===== src/rtl/instr_encoder_pkg.sv =====
// Shared types and constants for the RV32I instruction encoder: immediate formats,
// FSM states, opcode values and immediate field widths.
package instr_encoder_pkg;

    typedef enum logic [2:0] {
        FMT_R = 3'd0,
        FMT_I = 3'd1,
        FMT_S = 3'd2,
        FMT_B = 3'd3,
        FMT_U = 3'd4,
        FMT_J = 3'd5
    } imm_fmt_e;

    typedef enum logic [1:0] {
        ST_IDLE = 2'd0,
        ST_RUN  = 2'd1,
        ST_DONE = 2'd2
    } enc_state_e;

    localparam logic [6:0] OPC_LOAD   = 7'h03;
    localparam logic [6:0] OPC_OPIMM  = 7'h13;
    localparam logic [6:0] OPC_AUIPC  = 7'h17;
    localparam logic [6:0] OPC_STORE  = 7'h23;
    localparam logic [6:0] OPC_OP     = 7'h33;
    localparam logic [6:0] OPC_LUI    = 7'h37;
    localparam logic [6:0] OPC_BRANCH = 7'h63;
    localparam logic [6:0] OPC_JALR   = 7'h67;
    localparam logic [6:0] OPC_JAL    = 7'h6F;

    // Signed widths of the immediates (I and S share 12 bits).
    localparam int unsigned IMM_I_BITS = 12;
    localparam int unsigned IMM_B_BITS = 13;
    localparam int unsigned IMM_J_BITS = 21;

    // True when v is representable as a two's-complement number of the given width.
    function automatic logic fits_signed(input logic [31:0] v, input int unsigned bits);
        logic signed [31:0] s;
        s = $signed(v) >>> (bits - 1);
        return (s == '0) || (s == '1);
    endfunction

endpackage


===== src/rtl/instr_encoder_if.sv =====
// Field-bundle input handshake and instruction-memory write port of the encoder.
interface instr_encoder_if;
    import instr_encoder_pkg::*;

    logic        in_valid;
    logic        in_ready;
    imm_fmt_e    fmt;
    logic [6:0]  opcode;
    logic [4:0]  rd;
    logic [4:0]  rs1;
    logic [4:0]  rs2;
    logic [2:0]  funct3;
    logic [6:0]  funct7;
    logic [31:0] imm;

    logic        imem_we;
    logic        imem_ready;
    logic [31:0] imem_addr;
    logic [31:0] imem_wdata;
    logic        imem_err;

    modport master (
        output in_valid, fmt, opcode, rd, rs1, rs2, funct3, funct7, imm,
        input  in_ready,
        output imem_ready,
        input  imem_we, imem_addr, imem_wdata, imem_err
    );

    modport slave (
        input  in_valid, fmt, opcode, rd, rs1, rs2, funct3, funct7, imm,
        output in_ready,
        input  imem_ready,
        output imem_we, imem_addr, imem_wdata, imem_err
    );

endinterface


===== src/rtl/instr_pack.sv =====
// Combinational RV32I field packer; with IMM_CHECK_EN defined it also flags
// immediates that cannot be represented exactly in the chosen format.
module instr_pack
    import instr_encoder_pkg::*;
(
    input  imm_fmt_e    fmt,
    input  logic [6:0]  opcode,
    input  logic [4:0]  rd,
    input  logic [4:0]  rs1,
    input  logic [4:0]  rs2,
    input  logic [2:0]  funct3,
    input  logic [6:0]  funct7,
    input  logic [31:0] imm,
    output logic [31:0] word,
    output logic        err
);

    always_comb begin
        word = {funct7, rs2, rs1, funct3, rd, opcode};
        case (fmt)
            FMT_R: word = {funct7, rs2, rs1, funct3, rd, opcode};
            FMT_I: word = {imm[11:0], rs1, funct3, rd, opcode};
            FMT_S: word = {imm[11:5], rs2, rs1, funct3, imm[4:0], opcode};
            FMT_B: word = {imm[12], imm[10:5], rs2, rs1, funct3, imm[4:1], imm[11], opcode};
            FMT_U: word = {imm[31:12], rd, opcode};
            FMT_J: word = {imm[20], imm[10:1], imm[11], imm[19:12], rd, opcode};
            default: word = {funct7, rs2, rs1, funct3, rd, opcode};
        endcase
    end

`ifdef IMM_CHECK_EN
    always_comb begin
        err = 1'b0;
        case (fmt)
            FMT_I, FMT_S: err = !fits_signed(imm, IMM_I_BITS);
            FMT_B:        err = !fits_signed(imm, IMM_B_BITS) || imm[0];
            FMT_J:        err = !fits_signed(imm, IMM_J_BITS) || imm[0];
            FMT_U:        err = |imm[11:0];
            default:      err = 1'b0;
        endcase
    end
`else
    assign err = 1'b0;
`endif

endmodule


===== src/rtl/instr_encoder.sv =====
// Streams packed RV32I words into instruction memory for a start/length-controlled run.
// Optional immediate range checking is enabled by defining IMM_CHECK_EN.
module instr_encoder
    import instr_encoder_pkg::*;
#(
    parameter int unsigned IMEM_DEPTH = 1024,
    parameter logic [31:0] BASE_ADDR  = 32'h0
) (
    input  logic            clk,
    input  logic            rst_n,
    input  logic            start,
    input  logic [15:0]     run_len,
    output logic            busy,
    output logic            done,
    instr_encoder_if.slave  bus
);

    localparam logic [31:0] LAST_ADDR = BASE_ADDR + 32'((IMEM_DEPTH - 1) * 4);

    enc_state_e  state;
    enc_state_e  state_nxt;

    logic [15:0] acc_left;
    logic [15:0] wr_left;
    logic        accept;
    logic        wr_hs;
    logic        last_wr;
    logic [31:0] pack_word;
    logic        pack_err;
    logic [31:0] addr_nxt;

    instr_pack u_pack (
        .fmt    (bus.fmt),
        .opcode (bus.opcode),
        .rd     (bus.rd),
        .rs1    (bus.rs1),
        .rs2    (bus.rs2),
        .funct3 (bus.funct3),
        .funct7 (bus.funct7),
        .imm    (bus.imm),
        .word   (pack_word),
        .err    (pack_err)
    );

    // A new bundle may enter whenever the output register is empty or drains this cycle.
    assign bus.in_ready = (state == ST_RUN) && (acc_left != '0)
                          && (!bus.imem_we || bus.imem_ready);

    assign accept   = bus.in_valid && bus.in_ready;
    assign wr_hs    = bus.imem_we && bus.imem_ready;
    assign last_wr  = wr_hs && (wr_left == 16'd1);
    assign addr_nxt = (bus.imem_addr == LAST_ADDR) ? BASE_ADDR : bus.imem_addr + 32'd4;

    always_ff @(posedge clk or negedge rst_n) begin
        if (!rst_n) begin
            state <= ST_IDLE;
        end else begin
            state <= state_nxt;
        end
    end

    always_comb begin
        state_nxt = state;
        busy      = 1'b1;
        done      = 1'b0;
        case (state)
            ST_IDLE: begin
                busy = 1'b0;
                if (start) begin
                    state_nxt = (run_len == '0) ? ST_DONE : ST_RUN;
                end
            end
            ST_RUN: begin
                if (last_wr) begin
                    state_nxt = ST_DONE;
                end
            end
            ST_DONE: begin
                done      = 1'b1;
                state_nxt = ST_IDLE;
            end
            default: begin
                state_nxt = ST_IDLE;
            end
        endcase
    end

    // Accept and write counters run independently so DONE waits for the last write.
    always_ff @(posedge clk or negedge rst_n) begin
        if (!rst_n) begin
            acc_left       <= '0;
            wr_left        <= '0;
            bus.imem_we    <= 1'b0;
            bus.imem_addr  <= BASE_ADDR;
            bus.imem_wdata <= '0;
            bus.imem_err   <= 1'b0;
        end else begin
            if ((state == ST_IDLE) && start) begin
                acc_left      <= run_len;
                wr_left       <= run_len;
                bus.imem_addr <= BASE_ADDR;
            end else begin
                if (accept) begin
                    acc_left <= acc_left - 16'd1;
                end
                if (wr_hs) begin
                    wr_left       <= wr_left - 16'd1;
                    bus.imem_addr <= addr_nxt;
                end
            end

            if (accept) begin
                bus.imem_we    <= 1'b1;
                bus.imem_wdata <= pack_word;
                bus.imem_err   <= pack_err;
            end else if (wr_hs) begin
                bus.imem_we <= 1'b0;
            end
        end
    end

endmodule


===== src/flat_wrapper.sv =====
// flat-port wrapper written by rule: the top's interface ports become plain ports
module instr_encoder_flat import instr_encoder_pkg::*;
#(
    parameter int unsigned IMEM_DEPTH = 1024,
    parameter logic [31:0] BASE_ADDR  = 32'h0
)
  (clk, rst_n, start, run_len, busy, done, bus_in_valid, bus_fmt, bus_opcode, bus_rd, bus_rs1, bus_rs2, bus_funct3, bus_funct7, bus_imm, bus_in_ready, bus_imem_ready, bus_imem_we, bus_imem_addr, bus_imem_wdata, bus_imem_err);
  instr_encoder_if bus_i ();
  input  logic clk;
  input  logic rst_n;
  input  logic start;
  input  logic [15:0] run_len;
  output logic busy;
  output logic done;
  input wire logic [$bits(bus_i.in_valid)-1:0] bus_in_valid;
  input wire logic [$bits(bus_i.fmt)-1:0] bus_fmt;
  input wire logic [$bits(bus_i.opcode)-1:0] bus_opcode;
  input wire logic [$bits(bus_i.rd)-1:0] bus_rd;
  input wire logic [$bits(bus_i.rs1)-1:0] bus_rs1;
  input wire logic [$bits(bus_i.rs2)-1:0] bus_rs2;
  input wire logic [$bits(bus_i.funct3)-1:0] bus_funct3;
  input wire logic [$bits(bus_i.funct7)-1:0] bus_funct7;
  input wire logic [$bits(bus_i.imm)-1:0] bus_imm;
  output wire logic [$bits(bus_i.in_ready)-1:0] bus_in_ready;
  input wire logic [$bits(bus_i.imem_ready)-1:0] bus_imem_ready;
  output wire logic [$bits(bus_i.imem_we)-1:0] bus_imem_we;
  output wire logic [$bits(bus_i.imem_addr)-1:0] bus_imem_addr;
  output wire logic [$bits(bus_i.imem_wdata)-1:0] bus_imem_wdata;
  output wire logic [$bits(bus_i.imem_err)-1:0] bus_imem_err;
  assign bus_i.in_valid = bus_in_valid;
  assign bus_i.fmt = bus_fmt;
  assign bus_i.opcode = bus_opcode;
  assign bus_i.rd = bus_rd;
  assign bus_i.rs1 = bus_rs1;
  assign bus_i.rs2 = bus_rs2;
  assign bus_i.funct3 = bus_funct3;
  assign bus_i.funct7 = bus_funct7;
  assign bus_i.imm = bus_imm;
  assign bus_in_ready = bus_i.in_ready;
  assign bus_i.imem_ready = bus_imem_ready;
  assign bus_imem_we = bus_i.imem_we;
  assign bus_imem_addr = bus_i.imem_addr;
  assign bus_imem_wdata = bus_i.imem_wdata;
  assign bus_imem_err = bus_i.imem_err;
  instr_encoder #(.IMEM_DEPTH(IMEM_DEPTH), .BASE_ADDR(BASE_ADDR)) u_core (.clk(clk), .rst_n(rst_n), .start(start), .run_len(run_len), .busy(busy), .done(done), .bus(bus_i));
endmodule

===== config.mk =====
export PLATFORM = sky130hd
export DESIGN_NAME = instr_encoder_flat
export DESIGN_NICKNAME = d
export VERILOG_FILES = /design/src/rtl/instr_encoder_pkg.sv /design/src/rtl/instr_encoder_if.sv /design/src/rtl/instr_pack.sv /design/src/rtl/instr_encoder.sv /design/src/flat_wrapper.sv
export SDC_FILE = /design/constraint.sdc
export NUM_CORES = 1
export LEC_CHECK = 0
export BUFFER_PORTS_ARGS = -buffer_cell sky130_fd_sc_hd__buf_2
export CAP_MARGIN = 20
export CORE_ASPECT_RATIO = 2
export CORE_MARGIN = 3
export CORE_UTILIZATION = 23
export CTS_BUF_LIST = sky130_fd_sc_hd__clkbuf_8
export CTS_CLUSTER_SIZE = 28
export DETAILED_ROUTE_END_ITERATION = 8
export PLACE_DENSITY = 0.54
export REMOVE_ABC_BUFFERS = 1
export SLEW_MARGIN = 20
export SYNTH_ARGS = -nofsm -noshare
export SYNTH_HDL_FRONTEND = slang
export SYNTH_HIERARCHICAL = 1
export SYNTH_SLANG_ARGS = --single-unit

===== constraint.sdc =====
create_clock -name clk -period 2.2 [get_ports clk]
set_input_delay 0.66 -clock clk [delete_from_list [all_inputs] [get_ports clk]]
set_output_delay 0.66 -clock clk [all_outputs]
set_load 0.05 [all_outputs]

==> summary.txt, run 1 <==
Global routing
  • Largest net degree at the start of global routing: 42
  • Initial antenna violation count: 0
  • First-pass GRT wire length: 26.85 mm
  • Gr ovfl total: 0
  • Vias in the first global route: 5259
  • GR Util All Layers: 13.17%

Logic synthesis
  • Count of cell types in the netlist: 67
  • #FFs+latches synth: 98
  • Post-Syn Instances: 630
  • Post-synth EDFFs: 0
  • Synth top area share: 43.86%
  • Syn Area/Cell: 8.876 sq um
  • Sequential area share after synthesis: 43.86%
  • Top-count cell post-synth: nand2_1
  • Synthesized cell area: 0.005592 sq mm
  • Top cells by count, synth: nand2_1 (140), dfrtp_1 (98), nor2_1 (58), a21oi_1 (31), xnor2_1 (26)
  • Ys Warns: 6
  • Top_reg_cell synth: dfrtp_1
  • Ranking of synthesized cells by area: dfrtp_1 (44%), nand2_1 (9.4%), mux2_2 (4.8%)
  • Async SR Flop Fraction: 100.0%
  • Yosys top cell by area: dfrtp_1

Finish
  • Ant diodes: 0
  • Fillers: 2528
  • Share of cells above drive strength 1: 36.83%
  • Layout area overhead: 33.14%
  • Post-route insts no fill: 1126
  • Nets@finish: 928
  • Post-layout util: 31.12%

Placement
  • DP Wirelength: 13.92 mm
  • Pre-CTS WS: -0.1430 ns
  • Cell Count Post-Placement: 1107
  • Routability Congestion: 0.8233
  • I/O Buffers: 154

Worst setup path
  • R2R setup slack: -0.07 ns
  • Crit path launch type: flip-flop
  • Critical R2R Capture: u_core/acc_left[15]$_DFFE_PN0P_
  • Worst Path Arrival: 1.82 ns
  • Worst r2r src: u_core/acc_left[10]$_DFFE_PN0P_
  • R2R depth: 8
  • Worst setup path class: flip-flop to primary output
  • Critical Path Sink Type: primary output
  • Crit-path max FO: 2
  • Req. time, crit path: 1.54 ns

Clock network
  • Clock Tree Root: clkbuf_8
  • Clock H-tree levels: 3
  • TritonCTS clock tree: built
  • Total CTS buffers: 9
  • Clk slew on worst S/H paths: 0.11 ns
  • Worst skew pair latency: 0.39 ns
  • Clock buffer depth: 2
  • Hold_buf cts: 0
  • Sink Count: 98

Timing
  • Relative slew margins: 65.73%
  • Setup Skew: 0.01557 ns
  • Slew Limit Fails: 0
  • Final hold vios: 0
  • Worst-Margin Slew: 0.5093 ns
  • Worst setup margin: -0.2824 ns
  • # setup viols final: 10
  • Fmax: 0.4028 GHz
  • Tmin final: 2.482 ns
  • Worst Hold Margin: 0.1618 ns
  • RSZ-0062 raised after global routing: yes
  • Period utilization: 112.8%

Floorplan
  • Core box area: 0.02392 sq mm
  • Die Width: 116.3 um
  • Die Span Y: 226.5 um
  • Die footprint: 0.02633 sq mm
  • Cell row count: 80
  • I/O pins: 157
  • Initial Util: 23.37%

Drt
  • Via count: 5163
  • Wire per inst: 15.42 um
  • Routed Antenna Nets: 0
  • DRT Pass-1 Iters: 4
  • First DRT Iteration DRCs: 178
  • DR vias/cell: 4.585
  • Drt total wl: 17.36 mm
  • Drc violations: 0

Power
  • P_int: 3.421 mW
  • Leakage: 3.491 nW
  • Worst VDD drop: 0.4529 mV
  • Gate power share: 37.6%
  • Clk pwr share: 18.7%
  • Sw Pwr: 2.408 mW
  • Sw frac: 41.31%
  • Sequential share of power: 43.8%
  • Pwr Density: 783.0 mW/mm^2

Outcome
  • Violated checks: negative setup slack
  • Status: complete, but fails checks

Hold path
  • Hold crit path type: input pin to async pin

Flow run
  • Max_cap viols: 0
## layer usage
layer  vias to the layer above  part of all wire [%]  global-route usage (%)
met2                       137                    56                   24.97
met1                      2409                    37                   13.60
met3                        28                   4.3                   2.163
li1                       2589                     -                       -
met4                         0                   3.4                   6.257
met5                         -                     0                       0
## critical path, cell delays in order (launching register included)
cell	delay, ns
dfrtp_1	0.39
or4_4	0.56
nor4_4	0.22
a21oi_2	0.10
buf_6	0.17
## final cells by class
type	instances	area, sq um	area share [%]
flip-flops and latches	98	2454	32.96
multi-input cells	485	3017	40.52
clock buffers	9	123.9	1.664
repair buffers	229	1403	18.84
clock inverters	6	43.79	0.5882
inverters	12	45.04	0.6050
well taps	287	359.1	4.824
## how the worst max path moves through the flow
stage | start | endpoint | depth (start not counted)
2_1_floorplan | u_core/acc_left[0]$_DFFE_PN0P_ | u_core/acc_left[9]$_DFFE_PN0P_ | 8
3_3_place_gp | bus_imem_ready | u_core/wr_left[14]$_DFFE_PN0P_ | 7
3_5_place_dp | bus_imem_ready | u_core/wr_left[14]$_DFFE_PN0P_ | 7
4_1_cts | u_core/acc_left[10]$_DFFE_PN0P_ | bus_in_ready | 4
5_1_grt | u_core/acc_left[10]$_DFFE_PN0P_ | bus_in_ready | 4
6_report | u_core/acc_left[10]$_DFFE_PN0P_ | bus_in_ready | 4
## registers in the layout, summed over array words and instances (netlist names)
name,cells
u_core/wr_left,16
u_core/state,2
u_core/bus.imem_err,1
u_core/bus.imem_addr,30
u_core/bus.imem_we,1
u_core/bus.imem_wdata,32
u_core/acc_left,16
## power groups by stage
stage	sequential (mW)	clock (mW)	combinational, mW
after CTS	2.54	1.17	2.19
after global placement	2.57	0	2.15
after global routing	2.62	1.23	2.40
final	2.55	1.09	2.19
after floorplan	3.17	0	0.777
after detailed placement	2.58	0	2.17
## logic make-up after synthesis
group           count (synthesis)  synth area share, %
simple gates                  307                26.85
flops                          98                43.86
compound gates                 97                10.74
buf+inv                        48                4.587
xor+xnor                       40                6.265
mux                            33                6.444
fa+ha+maj                       5                1.119
other cells                     2               0.1343
## metrics by stage
stage	total power, mW	instance area (sq um)	TNS [ns]
finish	5.829	7445	-0.6121
global route	6.248	7445	-1.305
CTS	5.905	7305	-0.3731
detailed placement	4.744	7094	-1.071
global placement	4.719	7094	-0.4312
floorplan	3.944	5384	-9.418
## layout by cell type, fill, tap and decap left out, types with 4 or more instances in the layout
| cell type | netlist | layout |
|---|---|---|
| a21oi_1 | 31 | 26 |
| a21oi_2 | 1 | 5 |
| a22oi_1 | 4 | 4 |
| a31oi_1 | 6 | 5 |
| buf_2 | 10 | 152 |
| buf_4 | 11 | 67 |
| buf_6 | 3 | 7 |
| clkbuf_8 | 0 | 9 |
| dfrtp_1 | 98 | 97 |
| ha_1 | 5 | 5 |
| inv_1 | 12 | 12 |
| mux2_2 | 24 | 24 |
| mux2i_1 | 9 | 9 |
| nand2_1 | 140 | 140 |
| nand2b_1 | 5 | 5 |
| nand3_1 | 12 | 11 |
| nand4_1 | 14 | 14 |
| nor2_1 | 58 | 54 |
| nor2_4 | 0 | 4 |
| nor2b_1 | 5 | 4 |
| nor3_1 | 14 | 14 |
| nor4_1 | 13 | 11 |
| nor4_2 | 2 | 4 |
| o21ai_0 | 23 | 20 |
| o21ai_1 | 6 | 8 |
| or3_1 | 6 | 6 |
| or4_1 | 6 | 4 |
| or4_4 | 3 | 5 |
| xnor2_1 | 26 | 26 |
| xor2_1 | 14 | 14 |
## what timing repair did
action / CTS / global route
endpoints found under the hold margin: 0 / 0
gates resized for setup: 9 / 32
pin swaps: 2 / 17
buffers inserted: 1 / 3
endpoints found under the setup margin: 35 / 58
(Power assumes the default switching activity.)
==> inputs of run 2 (changes only) <==
--- a/config.mk
+++ b/config.mk
@@ -13,7 +13,7 @@
 export CTS_BUF_LIST = sky130_fd_sc_hd__clkbuf_8
 export CTS_CLUSTER_SIZE = 28
 export DETAILED_ROUTE_END_ITERATION = 8
-export PLACE_DENSITY = 0.54
+export PLACE_DENSITY = 0.52
 export REMOVE_ABC_BUFFERS = 1
 export SLEW_MARGIN = 20
 export SYNTH_ARGS = -nofsm -noshare
==> run 2 against run 1 <==
  * The flow still finishes with violations (negative setup slack)
  * Critical path depth stayed put
  * Clock skew is 0.0034 ns higher
  * Critical path type unchanged
  * Largest power group unchanged
  * Core utilization is 0.084 points lower
==> summary.txt, run 2 (synthesis results as in run 1) <==
Outcome
  • Status: complete, but fails checks
  • Violated checks: negative setup slack

Worst setup path
  • Crit path launch type: flip-flop
  • Worst setup path class: flip-flop to primary output
  • Worst r2r src: u_core/bus.imem_addr[26]$_DFFE_PN0P_
  • Worst Path Arrival: 1.84 ns (+0.02 ns)
  • Critical Path Sink Type: primary output
  • Crit-path max FO: 6 (+4)
  • Req. time, crit path: 1.54 ns (about the same)
  • CP Launch Point: u_core/acc_left[10]$_DFFE_PN0P_

Clock network
  • Sink Count: 98 (unchanged)
  • Worst skew pair latency: 0.39 ns (about the same)
  • TritonCTS clock tree: built
  • Clock Tree Root: clkbuf_8
  • Hold_buf cts: 0 (unchanged)
  • Clk slew on worst S/H paths: 0.09 ns (-0.02 ns)
  • Total CTS buffers: 9 (unchanged)
  • Clock H-tree levels: 3 (unchanged)
  • Clock buffer depth: 2 (unchanged)

Drt
  • Via count: 5304 (+2.7%)
  • Routed Antenna Nets: 0 (unchanged)
  • DR vias/cell: 4.706 (+2.6%)
  • Wire per inst: 15.99 um (+3.7%)
  • DRT Pass-1 Iters: 4 (unchanged)
  • Drc violations: 0 (unchanged)
  • Drt total wl: 18.02 mm (+3.8%)
  • First DRT Iteration DRCs: 192 (+7.9%)

Timing
  • Slew Limit Fails: 0 (unchanged)
  • RSZ-0062 raised after global routing: yes
  • # setup viols final: 5 (-5)
  • Fmax: 0.3993 GHz (-0.88%)
  • Period utilization: 113.8% (+1.0 points)
  • Relative slew margins: 63.86% (-1.9 points)
  • Fin Setup TNS: -0.3360 ns (+0.2762 ns)
  • Worst Hold Margin: 0.1999 ns (+0.03806 ns)
  • Final hold vios: 0 (unchanged)
  • Tmin final: 2.504 ns (+0.02192 ns)
  • Setup Skew: 0.01897 ns (+0.003397 ns)
  • Worst-Margin Slew: 0.5410 ns (+0.03171 ns)
  • Worst setup margin: -0.3043 ns (-0.02192 ns)

Finish
  • Layout area overhead: 32.78%
  • Most frequent cells in the layout: buf_2 (152), nand2_1 (140), dfrtp_1 (98), buf_4 (70), nor2_1 (57)
  • Nets@finish: 928 (unchanged)
  • Commonest non-fill, non-tap cell in the layout: buf_2
  • Fillers: 2547 (+0.75%)
  • Share of cells above drive strength 1: 35.52% (-1.3 points)
  • Largest registers: u_core/bus.imem_wdata: 32 flops, u_core/bus.imem_addr: 30 flops
  • Max FFs per register: 32 (unchanged)
  • Register with the most flip-flops: u_core/bus.imem_wdata

Floorplan
  • Die Width: 116.3 um (unchanged)
  • Cell row count: 80 (unchanged)
  • Die footprint: 0.02633 sq mm (unchanged)
  • Initial Util: 23.37% (unchanged)
  • I/O pins: 157 (unchanged)
  • Die Span Y: 226.5 um (unchanged)
  • Core box area: 0.02392 sq mm (unchanged)

Power
  • Worst VDD drop: 0.4736 mV (+4.6%)
  • Leakage: 3.512 nW (+0.60%)
  • Pwr Density: 804.5 mW/mm^2 (+2.7%)

Flow run
  • Max_cap viols: 0 (unchanged)

Placement
  • Routability Congestion: 0.8316 (+1.0%)
  • I/O Buffers: 154 (unchanged)
  • DP Wirelength: 14.30 mm (+2.7%)

Global routing
  • Largest net degree at the start of global routing: 42 (unchanged)
  • First-pass GRT wire length: 27.88 mm (+3.8%)
  • Vias in the first global route: 5395 (+2.6%)
  • Initial antenna violation count: 1 (+1)
  • GR Util All Layers: 13.83% (+0.65 points)
  • Gr ovfl total: 0 (unchanged)

Hold path
  • Hold crit path type: input pin to async pin
run 2: cell types whose count changed in the layout (fill, tap and decap cells not counted), sizes merged:
cell,previous run,this run
bufinv,0,1
clkbuf,9,10
clkinv,4,3
clkinvlp,1,0
diode,0,1
run 2: through the flow:
| stage | setup slack, ns | area (sq um) | power [mW] | cells | util (%) |
|---|---|---|---|---|---|
| final | -0.3043 | 7425 | 5.973 | 1127 | 31.04 |
| after global routing | -0.4267 | 7425 | 6.392 | 1127 | 31.04 |
| after CTS | -0.4023 | 7326 | 6.055 | 1123 | 30.62 |
| after detailed placement | -0.1305 | 7122 | 4.776 | 1109 | 29.77 |
| after global placement | -0.1352 | 7122 | 4.748 | 1109 | 29.77 |
| after floorplan | -0.7063 | 5384 | 3.944 | 595 | - |
run 2: final cells by class:
cell class | instances | area (sq um) | area share, %
diodes | 1 | 2.502 | 0.03370
well taps | 287 | 359.1 | 4.837
multi-input cells | 485 | 2972 | 40.02
clock inverters | 5 | 56.30 | 0.7583
clock buffers | 10 | 137.6 | 1.854
repair buffers | 229 | 1400 | 18.86
inverters | 12 | 45.04 | 0.6067
flip-flops and latches | 98 | 2452 | 33.03
run 2: worst max-delay path: stages (launching register included):
cell     delay (ns)
dfrtp_1        0.39
or4_4          0.59
nor4_4         0.21
a21oi_2        0.10
buf_6          0.16
run 2: final timing paths:
check | to | slack (ns) | cells after the start
max reg2reg | u_core/bus.imem_addr[7]$_DFFE_PN0P_ | -0.01 | 7
min | u_core/bus.imem_addr[25]$_DFFE_PN0P_ | 0.20 | 1
max in group asynchronous | u_core/bus.imem_wdata[28]$_DFFE_PN0P_ | 1.42 | 2
min reg2reg | u_core/bus.imem_wdata[16]$_DFFE_PN0P_ | 0.47 | 2
min in group clk | u_core/bus.imem_wdata[4]$_DFFE_PN0P_ | 0.46 | 3
max | bus_in_ready | -0.30 | 4
run 2: power by group:
part           total (mW)  internal [mW]  switching [mW]
clock                1.22          0.550           0.672
sequential           2.55           2.21           0.339
combinational        2.20          0.805            1.40
total                5.97           3.56            2.41
run 2: repair_timing:
action,in CTS,in global routing
gates cloned,0,0
pin swaps,1,9
gates resized for setup,4,17
setup buffers,0,3
setup endpoints to repair,13,19
run 2: per-layer routing:
metal  wire length, um  track usage, %
met5                 0               0
met4               691           7.681
met3               759           2.137
met2             10170           26.43
met1              6402           13.67
==> inputs of run 3 (changes only) <==
--- a/config.mk
+++ b/config.mk
@@ -13,7 +13,6 @@
 export CTS_BUF_LIST = sky130_fd_sc_hd__clkbuf_8
 export CTS_CLUSTER_SIZE = 28
 export DETAILED_ROUTE_END_ITERATION = 8
-export PLACE_DENSITY = 0.52
 export REMOVE_ABC_BUFFERS = 1
 export SLEW_MARGIN = 20
 export SYNTH_ARGS = -nofsm -noshare
==> constraint.sdc (replaced) <==
create_clock -name clk -period 2.5 [get_ports clk]
set_input_delay 0.75 -clock clk [delete_from_list [all_inputs] [get_ports clk]]
set_output_delay 0.75 -clock clk [all_outputs]
set_load 0.05 [all_outputs]
==> run 3 against run 2 <==
  * Critical path type unchanged
  * Largest cell class unchanged
  * Die area did not move
  * Clock skew fell by 0.0054 ns
  * The flow still finishes with violations (negative setup slack)
  * Final cell count fell by 3.3%
==> summary.txt, run 3 (synthesis results as in run 1) <==
Floorplan
  • Core box area: 0.02392 sq mm (unchanged)
  • Die footprint: 0.02633 sq mm (unchanged)
  • Initial Util: 23.37% (unchanged)
  • Cell row count: 80 (unchanged)
  • I/O pins: 157 (unchanged)
  • Die Span Y: 226.5 um (unchanged)
  • Die Width: 116.3 um (unchanged)

Worst setup path
  • Crit-path max FO: 6 (unchanged)
  • WP buf/inv: 1 (unchanged)
  • Critical Path Sink Type: primary output
  • R2R depth: 6 (-1)
  • CP top delay family: simple AND/OR/NAND/NOR gates
  • Req. time, crit path: 1.75 ns (+0.21 ns)
  • Largest stage delay on the critical path: 0.58 ns (about the same)
  • Worst setup path class: flip-flop to primary output
  • Worst r2r src: u_core/bus.imem_addr[27]$_DFFE_PN0P_
  • Critical R2R Capture: u_core/bus.imem_addr[19]$_DFFE_PN0P_
  • Crit path launch type: flip-flop
  • CP Launch Point: u_core/acc_left[8]$_DFFE_PN0P_
  • Worst Path Arrival: 1.90 ns (+0.06 ns)
  • Crit path cell chain: or4_4 -> nor4_4 -> a21oi_2 -> buf_6
  • R2R setup slack: 0.20 ns (+0.21 ns)
  • Worst path slowest cell: or4_4

Clock network
  • Sink Count: 98 (unchanged)
  • Total CTS buffers: 9 (unchanged)
  • Clock Tree Root: clkbuf_8
  • Clock buffer depth: 2 (unchanged)
  • Clock H-tree levels: 3 (unchanged)
  • Worst skew pair latency: 0.39 ns (about the same)
  • TritonCTS clock tree: built
  • Clk slew on worst S/H paths: 0.11 ns (+0.02 ns)

Drt
  • First DRT Iteration DRCs: 166 (-14%)
  • Wire per inst: 15.54 um (-2.8%)
  • Drc violations: 0 (unchanged)
  • Routed Antenna Nets: 0 (unchanged)
  • DR vias/cell: 4.724 (+0.37%)
  • Drt total wl: 16.94 mm (-6.0%)
  • Via count: 5149 (-2.9%)
  • DRT Pass-1 Iters: 4 (unchanged)

Global routing
  • GR Util All Layers: 12.96% (-0.87 points)
  • Gr ovfl total: 0 (unchanged)
  • Largest net degree at the start of global routing: 42 (unchanged)
  • First-pass GRT wire length: 26.60 mm (-4.6%)
  • Vias in the first global route: 5173 (-4.1%)
  • Initial antenna violation count: 0 (-1)

Finish
  • Max FFs per register: 32 (unchanged)
  • Ant diodes: 0 (-1)
  • Register with the most flip-flops: u_core/bus.imem_wdata
  • Layout area overhead: 25.46%
  • Nets@finish: 891 (-4.0%)
  • Largest registers: u_core/bus.imem_wdata: 32 flops, u_core/bus.imem_addr: 30 flops
  • Share of cells above drive strength 1: 31.38% (-4.1 points)
  • Final Cell Area: 0.007015 sq mm (-5.5%)
  • Most frequent cells in the layout: buf_2 (152), nand2_1 (140), dfrtp_1 (98), nor2_1 (58), buf_4 (38)
  • Commonest non-fill, non-tap cell in the layout: buf_2

Flow run
  • Max_cap viols: 0 (unchanged)

Power
  • Leakage: 3.290 nW (-6.3%)
  • Worst VDD drop: 0.4809 mV (+1.5%)
  • Pwr Density: 718.8 mW/mm^2 (-11%)

Timing
  • Period utilization: 106.1%
  • Final hold vios: 0 (unchanged)
  • Tmin final: 2.653 ns
  • Setup Skew: 0.01357 ns (-0.005397 ns)
  • Slew Limit Fails: 0 (unchanged)
  • Relative slew margins: 64.71% (+0.85 points)
  • # setup viols final: 1 (-4)
  • Worst setup margin: -0.1525 ns (+0.1518 ns)
  • RSZ-0062 raised after global routing: yes
  • Fmax: 0.3770 GHz
  • Worst-Margin Slew: 0.5245 ns (-0.01652 ns)
  • Worst Hold Margin: 0.2960 ns (+0.09609 ns)

Hold path
  • Hold crit path type: input pin to async pin

Placement
  • DP Wirelength: 13.32 mm (-6.9%)
  • Dpl cell area: 0.006814 sq mm (-4.3%)
  • I/O Buffers: 154 (unchanged)
  • Routability Congestion: 0.8824 (+6.1%)

Outcome
  • Status: complete, but fails checks
  • Violated checks: negative setup slack
run 3: timing repair:
item                                    CTS  global route
endpoints found under the setup margin    1             1
buffers inserted                          0             1
gates resized for setup                   3             2
hold buffers                              0             0
run 3: area by class of cell:
| type | instances | area [sq um] |
|---|---|---|
| clock buffers | 10 | 137.6 |
| clock inverters | 6 | 40.04 |
| fillers | 2548 | 16910 |
| inverters | 12 | 45.04 |
| multi-input cells | 485 | 2904 |
| flip-flops and latches | 98 | 2452 |
| well taps | 287 | 359.1 |
| repair buffers | 192 | 1077 |
run 3: metal layers:
layer  vias to the layer above  share of wire (%)  GRT usage [%]  wire length, um
met5                         -                  0              0                0
met4                         0                3.4          6.182              582
met3                        36                4.1          2.350              701
met2                       139                 55          24.32             9377
met1                      2466                 37          13.45             6277
li1                       2508                  -              -                -
run 3: worst reg2reg max path: cells and delay by family (launching register included):
| kind | cells | cell delay [ns] |
|---|---|---|
| compound gates | 3 | 0.53 |
| flops | 1 | 0.40 |
| simple gates | 2 | 1.04 |
| buf+inv | 1 | 0.22 |
run 3: worst max-delay path by stage:
stage | cells after the start | slack, ns | to
2_1_floorplan | 6 | -0.46 | u_core/acc_left[9]$_DFFE_PN0P_
3_3_place_gp | 7 | 0.1 | u_core/wr_left[14]$_DFFE_PN0P_
3_5_place_dp | 7 | 0.07 | u_core/wr_left[14]$_DFFE_PN0P_
4_1_cts | 4 | -0.22 | bus_in_ready
5_1_grt | 4 | -0.25 | bus_in_ready
6_report | 4 | -0.15 | bus_in_ready
run 3: power by group:
part | switching [mW] | leakage (nW) | internal [mW]
registers | 0.338 | 1.21 | 1.94
clock network | 0.613 | 0.0982 | 0.392
logic | 1.15 | 1.98 | 0.606
run 3: per-stage QoR:
| step | utilization [%] | total power, mW | cells | setup slack, ns | setup TNS (ns) |
|---|---|---|---|---|---|
| 6_report | 29.33 | 5.043 | 1090 | -0.1525 | -0.1525 |
| 2_1_floorplan | - | 3.471 | 595 | -0.4632 | -1.629 |
| 3_5_place_dp | 28.48 | 4.062 | 1073 | 0.07089 | 0 |
| 4_1_cts | 29.26 | 5.109 | 1089 | -0.2221 | -0.2221 |
| 5_1_grt | 29.33 | 5.386 | 1090 | -0.2474 | -0.2474 |
| 3_3_place_gp | 28.48 | 4.033 | 1073 | 0.09624 | 0 |
